[src/rtl/frame_pkg.sv]
// rtl/frame_pkg.sv - shared frame geometry, state encoding and width helper
package frame_pkg;

  localparam int DEFAULT_FRAME_WIDTH  = 240;
  localparam int DEFAULT_FRAME_HEIGHT = 320;
  localparam int DEFAULT_PIXEL_WIDTH  = 8;
  localparam int DEFAULT_ADDR_WIDTH   = 18;
  localparam int FRAME_PIXELS         = DEFAULT_FRAME_WIDTH * DEFAULT_FRAME_HEIGHT;

  typedef enum logic [1:0] {
    IDLE  = 2'd0,
    WRITE = 2'd1,
    HOLD  = 2'd2
  } fw_state_t;

  // Counter width for values 0..n-1, never narrower than one bit
  function automatic int count_width(input int n);
    return (n > 1) ? $clog2(n) : 1;
  endfunction

endpackage

[src/rtl/raster_counter.sv]
// rtl/raster_counter.sv - raster x/y position with running linear offset and last-pixel flag
module raster_counter
  import frame_pkg::*;
#(
  parameter int WIDTH        = DEFAULT_FRAME_WIDTH,
  parameter int HEIGHT       = DEFAULT_FRAME_HEIGHT,
  parameter int OFFSET_WIDTH = count_width(WIDTH * HEIGHT)
) (
  input  logic                    clk,
  input  logic                    rst_n,
  input  logic                    inc,
  input  logic                    clear,
  output logic [OFFSET_WIDTH-1:0] offset,
  output logic                    last
);

  localparam int XW = count_width(WIDTH);
  localparam int YW = count_width(HEIGHT);

  logic [XW-1:0]           x, x_base, x_next;
  logic [YW-1:0]           y, y_base, y_next;
  logic [OFFSET_WIDTH-1:0] off_base, off_next;
  logic                    x_wrap, y_wrap;

  assign last = (x == XW'(WIDTH - 1)) && (y == YW'(HEIGHT - 1));

  // Clear applies first so clear+inc lands on the position after pixel 0
  always_comb begin
    x_base   = clear ? '0 : x;
    y_base   = clear ? '0 : y;
    off_base = clear ? '0 : offset;
    x_wrap   = (x_base == XW'(WIDTH - 1));
    y_wrap   = (y_base == YW'(HEIGHT - 1));
    x_next   = x_base;
    y_next   = y_base;
    off_next = off_base;
    if (inc) begin
      if (x_wrap) begin
        x_next = '0;
        y_next = y_wrap ? '0 : y_base + YW'(1);
      end else begin
        x_next = x_base + XW'(1);
      end
      off_next = (x_wrap && y_wrap) ? '0 : off_base + OFFSET_WIDTH'(1);
    end
  end

  // Position registers
  always_ff @(posedge clk or negedge rst_n) begin
    if (!rst_n) begin
      x      <= '0;
      y      <= '0;
      offset <= '0;
    end else begin
      x      <= x_next;
      y      <= y_next;
      offset <= off_next;
    end
  end

endmodule

[src/rtl/frame_writer.sv]
// rtl/frame_writer.sv - double-buffered frame-buffer writer for a raster pixel stream
module frame_writer
  import frame_pkg::*;
#(
  parameter int FRAME_WIDTH  = DEFAULT_FRAME_WIDTH,
  parameter int FRAME_HEIGHT = DEFAULT_FRAME_HEIGHT,
  parameter int PIXEL_WIDTH  = DEFAULT_PIXEL_WIDTH,
  parameter int ADDR_WIDTH   = DEFAULT_ADDR_WIDTH
) (
  input  logic                   clk_in,
  input  logic                   rst_n_in,
  input  logic [PIXEL_WIDTH-1:0] pixel_in,
  input  logic                   pixel_valid_in,
  input  logic                   pixel_sof_in,
  output logic                   pixel_ready_out,
  input  logic                   display_sof_in,
  output logic [ADDR_WIDTH-1:0]  wr_addr_out,
  output logic [PIXEL_WIDTH-1:0] wr_data_out,
  output logic                   wr_en_out,
  output logic                   display_buf_out,
  output logic                   frame_done_out,
  output logic                   frame_error_out
);

  localparam int FRAME_SIZE = FRAME_WIDTH * FRAME_HEIGHT;
  localparam int OFF_W      = count_width(FRAME_SIZE);
  localparam logic [ADDR_WIDTH-1:0] HI_BASE = ADDR_WIDTH'(FRAME_SIZE);

  fw_state_t        state, state_next;
  logic             wr_buf;
  logic             beat, sof_beat;
  logic             cnt_inc, cnt_clear;
  logic             wr_go, done_go, err_go, swap;
  logic [OFF_W-1:0] offset, wr_offset;
  logic             last;

  assign pixel_ready_out = (state != HOLD);
  assign beat            = pixel_valid_in && pixel_ready_out;
  assign sof_beat        = beat && pixel_sof_in;

  raster_counter #(
    .WIDTH        (FRAME_WIDTH),
    .HEIGHT       (FRAME_HEIGHT),
    .OFFSET_WIDTH (OFF_W)
  ) u_raster (
    .clk    (clk_in),
    .rst_n  (rst_n_in),
    .inc    (cnt_inc),
    .clear  (cnt_clear),
    .offset (offset),
    .last   (last)
  );

  // Next-state and per-beat write decisions
  always_comb begin
    state_next = state;
    cnt_inc    = 1'b0;
    cnt_clear  = 1'b0;
    wr_go      = 1'b0;
    done_go    = 1'b0;
    err_go     = 1'b0;
    swap       = 1'b0;
    wr_offset  = offset;
    case (state)
      IDLE: begin
        if (sof_beat) begin
          wr_go      = 1'b1;
          wr_offset  = '0;
          cnt_clear  = 1'b1;
          cnt_inc    = 1'b1;
          state_next = WRITE;
        end
      end
      WRITE: begin
        if (sof_beat) begin
          // A new frame start mid-frame restarts at pixel 0, even on the last pixel
          err_go    = 1'b1;
          wr_go     = 1'b1;
          wr_offset = '0;
          cnt_clear = 1'b1;
          cnt_inc   = 1'b1;
        end else if (beat) begin
          wr_go   = 1'b1;
          cnt_inc = 1'b1;
          if (last) begin
            done_go    = 1'b1;
            state_next = HOLD;
          end
        end
      end
      HOLD: begin
        if (display_sof_in) begin
          swap       = 1'b1;
          cnt_clear  = 1'b1;
          state_next = IDLE;
        end
      end
      default: state_next = IDLE;
    endcase
  end

  // State register
  always_ff @(posedge clk_in or negedge rst_n_in) begin
    if (!rst_n_in) state <= IDLE;
    else           state <= state_next;
  end

  // Registered BRAM write port, status pulses and buffer ownership
  always_ff @(posedge clk_in or negedge rst_n_in) begin
    if (!rst_n_in) begin
      wr_en_out       <= 1'b0;
      wr_addr_out     <= '0;
      wr_data_out     <= '0;
      frame_done_out  <= 1'b0;
      frame_error_out <= 1'b0;
      wr_buf          <= 1'b0;
      display_buf_out <= 1'b1;
    end else begin
      wr_en_out       <= wr_go;
      frame_done_out  <= done_go;
      frame_error_out <= err_go;
      if (wr_go) begin
        wr_addr_out <= (wr_buf ? HI_BASE : '0) + ADDR_WIDTH'(wr_offset);
        wr_data_out <= pixel_in;
      end
      if (swap) begin
        display_buf_out <= wr_buf;
        wr_buf          <= ~wr_buf;
      end
    end
  end

endmodule

[config.mk]
export PLATFORM = sky130hd
export DESIGN_NAME = frame_writer
export DESIGN_NICKNAME = d
export VERILOG_FILES = /design/src/rtl/frame_pkg.sv /design/src/rtl/raster_counter.sv /design/src/rtl/frame_writer.sv
export SDC_FILE = /design/constraint.sdc
export NUM_CORES = 1
export LEC_CHECK = 0
export CAP_MARGIN = 20
export CORE_UTILIZATION = 37
export DETAILED_ROUTE_END_ITERATION = 7
export DONT_BUFFER_PORTS = 1
export PLACE_DENSITY = 0.49
export SLEW_MARGIN = 20
export SYNTH_ARGS = -nofsm -noshare
export SYNTH_HDL_FRONTEND = slang
export SYNTH_HIERARCHICAL = 1
export SYNTH_SLANG_ARGS = --single-unit
[constraint.sdc]
create_clock -name clk_in -period 7.2 [get_ports clk_in]
set_input_delay 0.36 -clock clk_in [delete_from_list [all_inputs] [get_ports clk_in]]
set_output_delay 0.36 -clock clk_in [all_outputs]
set_load 0.02 [all_outputs]
==> out/metrics.yaml, run 1 <==
cells_and_area:
  nNetsFinal: 330
  area_growth_syn_to_layout_pct: 8.152
  drive_above_1_share_pct: 13.02
  antenna_cells: 0
  fill_cells: 843
global_route:
  grt_usage_pct: 14.80
  grt_antenna_before_repair: 0
  grt_overflow_total: 0
  grt_pass1_wl_um: 11180
  first_global_vias: 2285
  grt_max_degree: 68
setup_path:
  arrival_ps: 3640
  ff2ff_path_depth: 9
  worst-setup-path-type: "flop to flop"
  endpoint_kind: "flop"
  critPathMaxFanout: 21
  critPathLaunchType: "flop"
  rrSetupSlack_ps: 3740
  r2r_end: "u_raster/offset[12]$_DFF_PN0_"
  reg2reg_from: "state[1]$_DFFE_PN0P_"
  crit_required_ps: 7380
min_path:
  hold_path_startpoint: "display_sof_in"
  holdPathStages: 1
  worstHoldEndpoint: "state[1]$_DFFE_PN0P_"
  worst_hold_path_type: "input pin to flop"
drt:
  via_count: 2196
  wl_met2_um: 2872
  met3_length_um: 210
  dr.max_layer_used: "met4"
  wl_met1_um: 3232
  drtIter0Drc: 76
  drt_first_pass_iters: 4
  vias_per_cell: 5.191
  final_antenna_net_count: 0
  drt_wl_total_um: 6379
  routedWlPerCell_um: 15.08
  drc: 0
cts:
  postCtsSetupRepairBufs: 0
  cts_buffers: 9
  ctsResizeCount: 0
  clockRootBuffer: "clkbuf_8"
  cts.sinks: 67
  htreeDepth: 3
  cts_tree: "yes"
  hold_buffers: 2
  clockBufferDepth: 2
  clk_pin_slew_worst_paths_ps: 70
  clkLatencyLatePin_ps: 340
power_and_ir_drop:
  power_density_nw_per_um2: 218.2
  leakagePower_nw: 1.570
  p_sw_share_pct: 28.86
  p_switching_mw: 0.2269
  pwr-share-seq_pct: 56.6
  power_frac_comb_pct: 9.1
  power_frac_clock_pct: 34.3
  ir_drop_v: 0.00008464
  internal-power_mw: 0.5592
logic_synthesis:
  syn_nets: 329
  synth_cells: 309
  netlist.area_leader.share_pct: 49.59
  synth_edf_count: 0
  ys_seq_area_share_pct: 50.38
  synth_ff_type: "dfrtp_1"
  async_reset_ff_share_pct: 100.0
  ys_types: 53
  synth.avg_cell_area_sq_um: 10.78
  ys_ff_latch: 67
  yosysWarnings: 6
  netlist_area_sq_um: 3331
  synth_area_leaders: "dfrtp_1 50%, mux2_2 4.7%, xor2_1 3.4%"
  yosys.area.top_type: "dfrtp_1"
sta:
  finalHoldViolations: 0
  max_freq_mhz: 289.0
  fin_hold_ws_ps: 113.0
  postLayoutSetupSlackWorst_ps: 3740
  finalCritPeriodShare_pct: 48.06
  slew_viol_final: 0
  skew_ps: 10.53
  slew_headroom_pct: 51.69
  period_needed_ps: 3460
  tns_ps: 0
  worstMarginPinSlew_ps: 722.9
  setup_viol: 0
  rsz0062_at_grt: "false"
outcome:
  outcome: "complete, no violations"
floorplanning:
  dieArea_sq_um: 9386
  rows: 34
  fp.dieW_um: 96.88
  ios: 44
  start_util_pct: 38.19
  dieHeight_um: 96.88
  coreArea_sq_um: 8721
placed_design:
  dp_hpwl_um: 4256
  numPortBuffers: 0
  preCtsSetupSlack_ps: 3689
  place_congestion: 0.7504
job:
  max_cap_viol_count: 0
==> registers in the layout, indices dropped and copies added (netlist names) <==
signal and cells:
display_buf_out 1, frame_done_out 1, frame_error_out 1, state 2
u_raster/offset 17, u_raster/x 8, u_raster/y 9, wr_addr_out 18
wr_buf 1, wr_data_out 8, wr_en_out 1
==> power by group through the flow <==
stage | sequential [mW] | clock (mW) | combinational (mW)
2_1_floorplan | 0.445 | 0 | 0.0550
3_3_place_gp | 0.453 | 0 | 0.0623
3_5_place_dp | 0.453 | 0 | 0.0627
4_1_cts | 0.446 | 0.282 | 0.0731
5_1_grt | 0.450 | 0.299 | 0.0832
6_report | 0.445 | 0.270 | 0.0714
==> critical path, cell delays in order (launching register included) <==
cell and delay [ps]:
dfrtp_1 450, nand3b_1 330, nand2_1 520, inv_1 400
nand2_1 130, inv_1 80, ha_1 350, nand3_1 270
o31ai_4 650, a21oi_1 110
==> stage by stage <==
step                      instance area [sq um]  cells  power (mW)  utilization, %
final                                      3602    423      0.7861           41.31
after floorplan                            3331    309      0.4997               -
after CTS                                  3602    423      0.8006           41.31
after global placement                     3395    405      0.5154           38.92
after global routing                       3602    423      0.8319           41.31
after detailed placement                   3395    405      0.5161           38.92
==> layer usage <==
| metal | track usage [%] | vias to the layer above |
|---|---|---|
| met2 | 23.19 | 36 |
| met5 | 0 | - |
| met3 | 4.480 | 7 |
| li1 | - | 1097 |
| met4 | 5.281 | 0 |
| met1 | 19.33 | 1056 |
==> layout make-up <==
| cell class | count | area [sq um] | share of cell area [%] |
|---|---|---|---|
| flip-flops and latches | 67 | 1678 | 46.58 |
| multi-input cells | 222 | 1548 | 42.97 |
| well taps | 108 | 135.1 | 3.751 |
| clock buffers | 10 | 127.6 | 3.543 |
| repair buffers | 3 | 45.04 | 1.250 |
| clock inverters | 6 | 42.54 | 1.181 |
| inverters | 7 | 26.28 | 0.7294 |
==> cell usage in the layout (no fill, tap or decap), types with 2 or more instances in the layout <==
master,synthesis,routed
dfrtp_1,66,66
nand2_1,28,28
nor2_1,23,23
nand4_1,15,15
mux2_2,14,14
xor2_1,13,13
o21ai_0,11,11
a22o_1,10,10
nand3_1,10,10
and2_1,9,9
xnor2_1,9,9
clkbuf_8,0,9
nor2b_1,9,9
a21oi_1,8,8
inv_1,7,7
ha_1,6,6
or3_1,6,6
and3_1,5,5
and4b_1,5,5
nand3b_1,4,4
mux2i_1,3,3
nand2b_1,2,2
o21bai_1,2,2
a31oi_1,2,2
o21ai_1,2,2
clkinv_2,0,2
clkinv_4,0,2
clkinvlp_4,0,2
mux2_1,2,2
nor3_1,2,2
==> synthesized netlist by cell type (6+ instances only) <==
library cell   n
a21oi_1        8
a22o_1        10
and2_1         9
buf_2          6
dfrtp_1       66
ha_1           6
inv_1          7
mux2_2        14
nand2_1       28
nand3_1       10
nand4_1       15
nor2_1        23
nor2b_1        9
o21ai_0       11
or3_1          6
xnor2_1        9
xor2_1        13
==> cell families after synthesis <==
kind of cell             after synthesis  synth area share (%)
multiplexers                          19                 6.311
AND/OR/NAND/NOR                      128                 21.71
flip-flops                            67                 50.38
adder cells (fa/ha/maj)                7                 2.855
buffers and inverters                 20                 3.155
XOR/XNOR                              22                 5.785
AO/OA/AOI/OAI                         46                 9.805
==> worst max path at each step <==
stage,slack [ps],start,to
finish,3740,state[1]$_DFFE_PN0P_,u_raster/offset[12]$_DFF_PN0_
global route,3330,state[1]$_DFFE_PN0P_,u_raster/offset[2]$_DFF_PN0_
CTS,3680,state[1]$_DFFE_PN0P_,u_raster/offset[2]$_DFF_PN0_
detailed placement,3690,state[1]$_DFFE_PN0P_,u_raster/offset[2]$_DFF_PN0_
global placement,3810,state[1]$_DFFE_PN0P_,u_raster/offset[6]$_DFF_PN0_
floorplan,4620,state[1]$_DFFE_PN0P_,u_raster/offset[3]$_DFF_PN0_
(Power assumes the default switching activity.)
==> run 2: changes to the inputs <==
- clock period: 7.2 -> 3.6 ns (I/O delays scaled with it)
==> run 2 against run 1 <==
Effect of this change:
- die area did not move
- worst setup slack got worse by 3000 ps
- clock skew barely moved
- critical endpoint unchanged
- largest power group unchanged
==> out/metrics.yaml, run 2 (synthesis results as in run 1) <==
sta:
  tns_ps: 0
  max_freq_mhz: 347.1
  postLayoutSetupSlackWorst_ps: 719.0
  slew_headroom_pct: 53.88
  rsz0062_at_grt: "false"
  finalHoldViolations: 0
  finalCritPeriodShare_pct: 80.03
  skew_ps: 10.65
  worstMarginPinSlew_ps: 691.8
  slew_viol_final: 0
  setup_viol: 0
  period_needed_ps: 2881
setup_path:
  crit_required_ps: 3780
  ff2ff_path_depth: 9
  critPathLaunchType: "flop"
  arrival_ps: 3060
  critPathMaxFanout: 15
  endpoint_kind: "flop"
  r2r_end: "u_raster/offset[12]$_DFF_PN0_"
  reg2reg_from: "state[1]$_DFFE_PN0P_"
  rrSetupSlack_ps: 720
  worst-setup-path-type: "flop to flop"
global_route:
  first_global_vias: 2259
  grt_usage_pct: 15.12
  grt_antenna_before_repair: 0
  grt_overflow_total: 0
  grt_max_degree: 68
  grt_pass1_wl_um: 11190
cells_and_area:
  nNetsFinal: 342
  largestRegisters: "wr_addr_out: 18 flops, u_raster/offset: 17 flops, u_raster/y: 9 flops"
  final_cells: 435
  mostFrequentLayoutCell: "dfrtp_1"
  drive_above_1_share_pct: 13.46
  final_cell_mix: "66 x dfrtp_1, 28 x nand2_1, 23 x nor2_1"
  largest_reg_flops: 18
  largest-register: "wr_addr_out"
  fill_cells: 824
  antenna_cells: 0
  area_growth_syn_to_layout_pct: 12.28
drt:
  met3_length_um: 199
  drt_first_pass_iters: 4
  final_antenna_net_count: 0
  wl_met1_um: 3328
  via_count: 2255
  vias_per_cell: 5.184
  dr.max_layer_used: "met4"
  routedWlPerCell_um: 15.20
  drc: 0
  drtIter0Drc: 102
  drt_wl_total_um: 6611
  wl_met2_um: 3015
floorplanning:
  dieArea_sq_um: 9386
  start_util_pct: 38.19
  fp.dieW_um: 96.88
  rows: 34
  dieHeight_um: 96.88
  ios: 44
  coreArea_sq_um: 8721
min_path:
  holdPathStages: 2
  worstHoldEndpoint: "state[0]$_DFFE_PN0P_"
  hold_path_startpoint: "pixel_valid_in"
  worst_hold_path_type: "input pin to flop"
outcome:
  outcome: "complete, no violations"
power_and_ir_drop:
  power_density_nw_per_um2: 442.4
  ir_drop_v: 0.0001303
  leakagePower_nw: 1.634
cts:
  clkLatencyLatePin_ps: 340
  htreeDepth: 3
  clk_pin_slew_worst_paths_ps: 70
  clockRootBuffer: "clkbuf_8"
  cts_tree: "yes"
  cts_buffers: 9
  cts.sinks: 67
  clockBufferDepth: 2
placed_design:
  dp_hpwl_um: 4330
  preCtsSetupSlack_ps: 739.0
  place_congestion: 0.8026
  place_inst: 407
  numPortBuffers: 0
job:
  max_cap_viol_count: 0
run 2: routing by layer:
| layer | GRT usage [%] | up-vias |
|---|---|---|
| met1 | 19.56 | 1087 |
| li1 | - | 1120 |
| met4 | 4.822 | 0 |
| met5 | 0 | - |
| met3 | 5.058 | 5 |
| met2 | 23.84 | 43 |
run 2: cell type report:
class / count / area, sq um / share of cell area [%]
Timing Repair Buffer: 15 / 160.2 / 4.282
Clock buffer: 9 / 123.9 / 3.312
Tap cell: 108 / 135.1 / 3.613
Inverter: 7 / 26.28 / 0.7026
Sequential cell: 67 / 1678 / 44.86
Multi-Input combinational cell: 222 / 1548 / 41.38
Clock inverter: 7 / 68.82 / 1.840
run 2: stage by stage:
| stage | total power, mW | util [%] | hold slack [ps] | cell area [sq um] |
|---|---|---|---|---|
| CTS | 1.685 | 42.88 | 8.422 | 3740 |
| global placement | 1.031 | 39.10 | -114.4 | 3410 |
| detailed placement | 1.033 | 39.10 | -114.2 | 3410 |
| floorplan | 0.9995 | - | -115.6 | 3331 |
| finish | 1.655 | 42.88 | 23.51 | 3740 |
| global route | 1.744 | 42.88 | 33.51 | 3740 |
run 2: worst max-delay path by stage:
stage	start	endpoint	slack [ps]	cells after the start
after floorplan	state[1]$_DFFE_PN0P_	u_raster/offset[3]$_DFF_PN0_	1020	13
after global placement	state[1]$_DFFE_PN0P_	u_raster/offset[6]$_DFF_PN0_	800	9
after detailed placement	state[1]$_DFFE_PN0P_	u_raster/offset[12]$_DFF_PN0_	740	9
after CTS	state[1]$_DFFE_PN0P_	u_raster/offset[12]$_DFF_PN0_	720	9
after global routing	state[1]$_DFFE_PN0P_	u_raster/offset[2]$_DFF_PN0_	470	9
final	state[1]$_DFFE_PN0P_	u_raster/offset[12]$_DFF_PN0_	720	9
run 2: critical path, cell delays in order, from the launching register on:
cell      delay [ps]
dfrtp_1          460
nand3b_1         330
nand2_1          110
inv_1            240
nand2_1          130
inv_1             70
ha_1             360
nand3_1          280
o31ai_4          640
a21oi_1          100
run 2: report_power, final:
part           total [mW]  internal [mW]  switching [mW]
registers           0.891          0.806          0.0852
logic               0.152         0.0715          0.0809
clock network       0.611          0.317           0.294
total                1.65           1.19           0.460
run 2: what timing repair did:
action / in CTS / in global routing
setup buffers: 0 / 0
gates resized for setup: 0 / 0
hold buffers: 12 / 0
hold endpoints to repair: 77 / 0
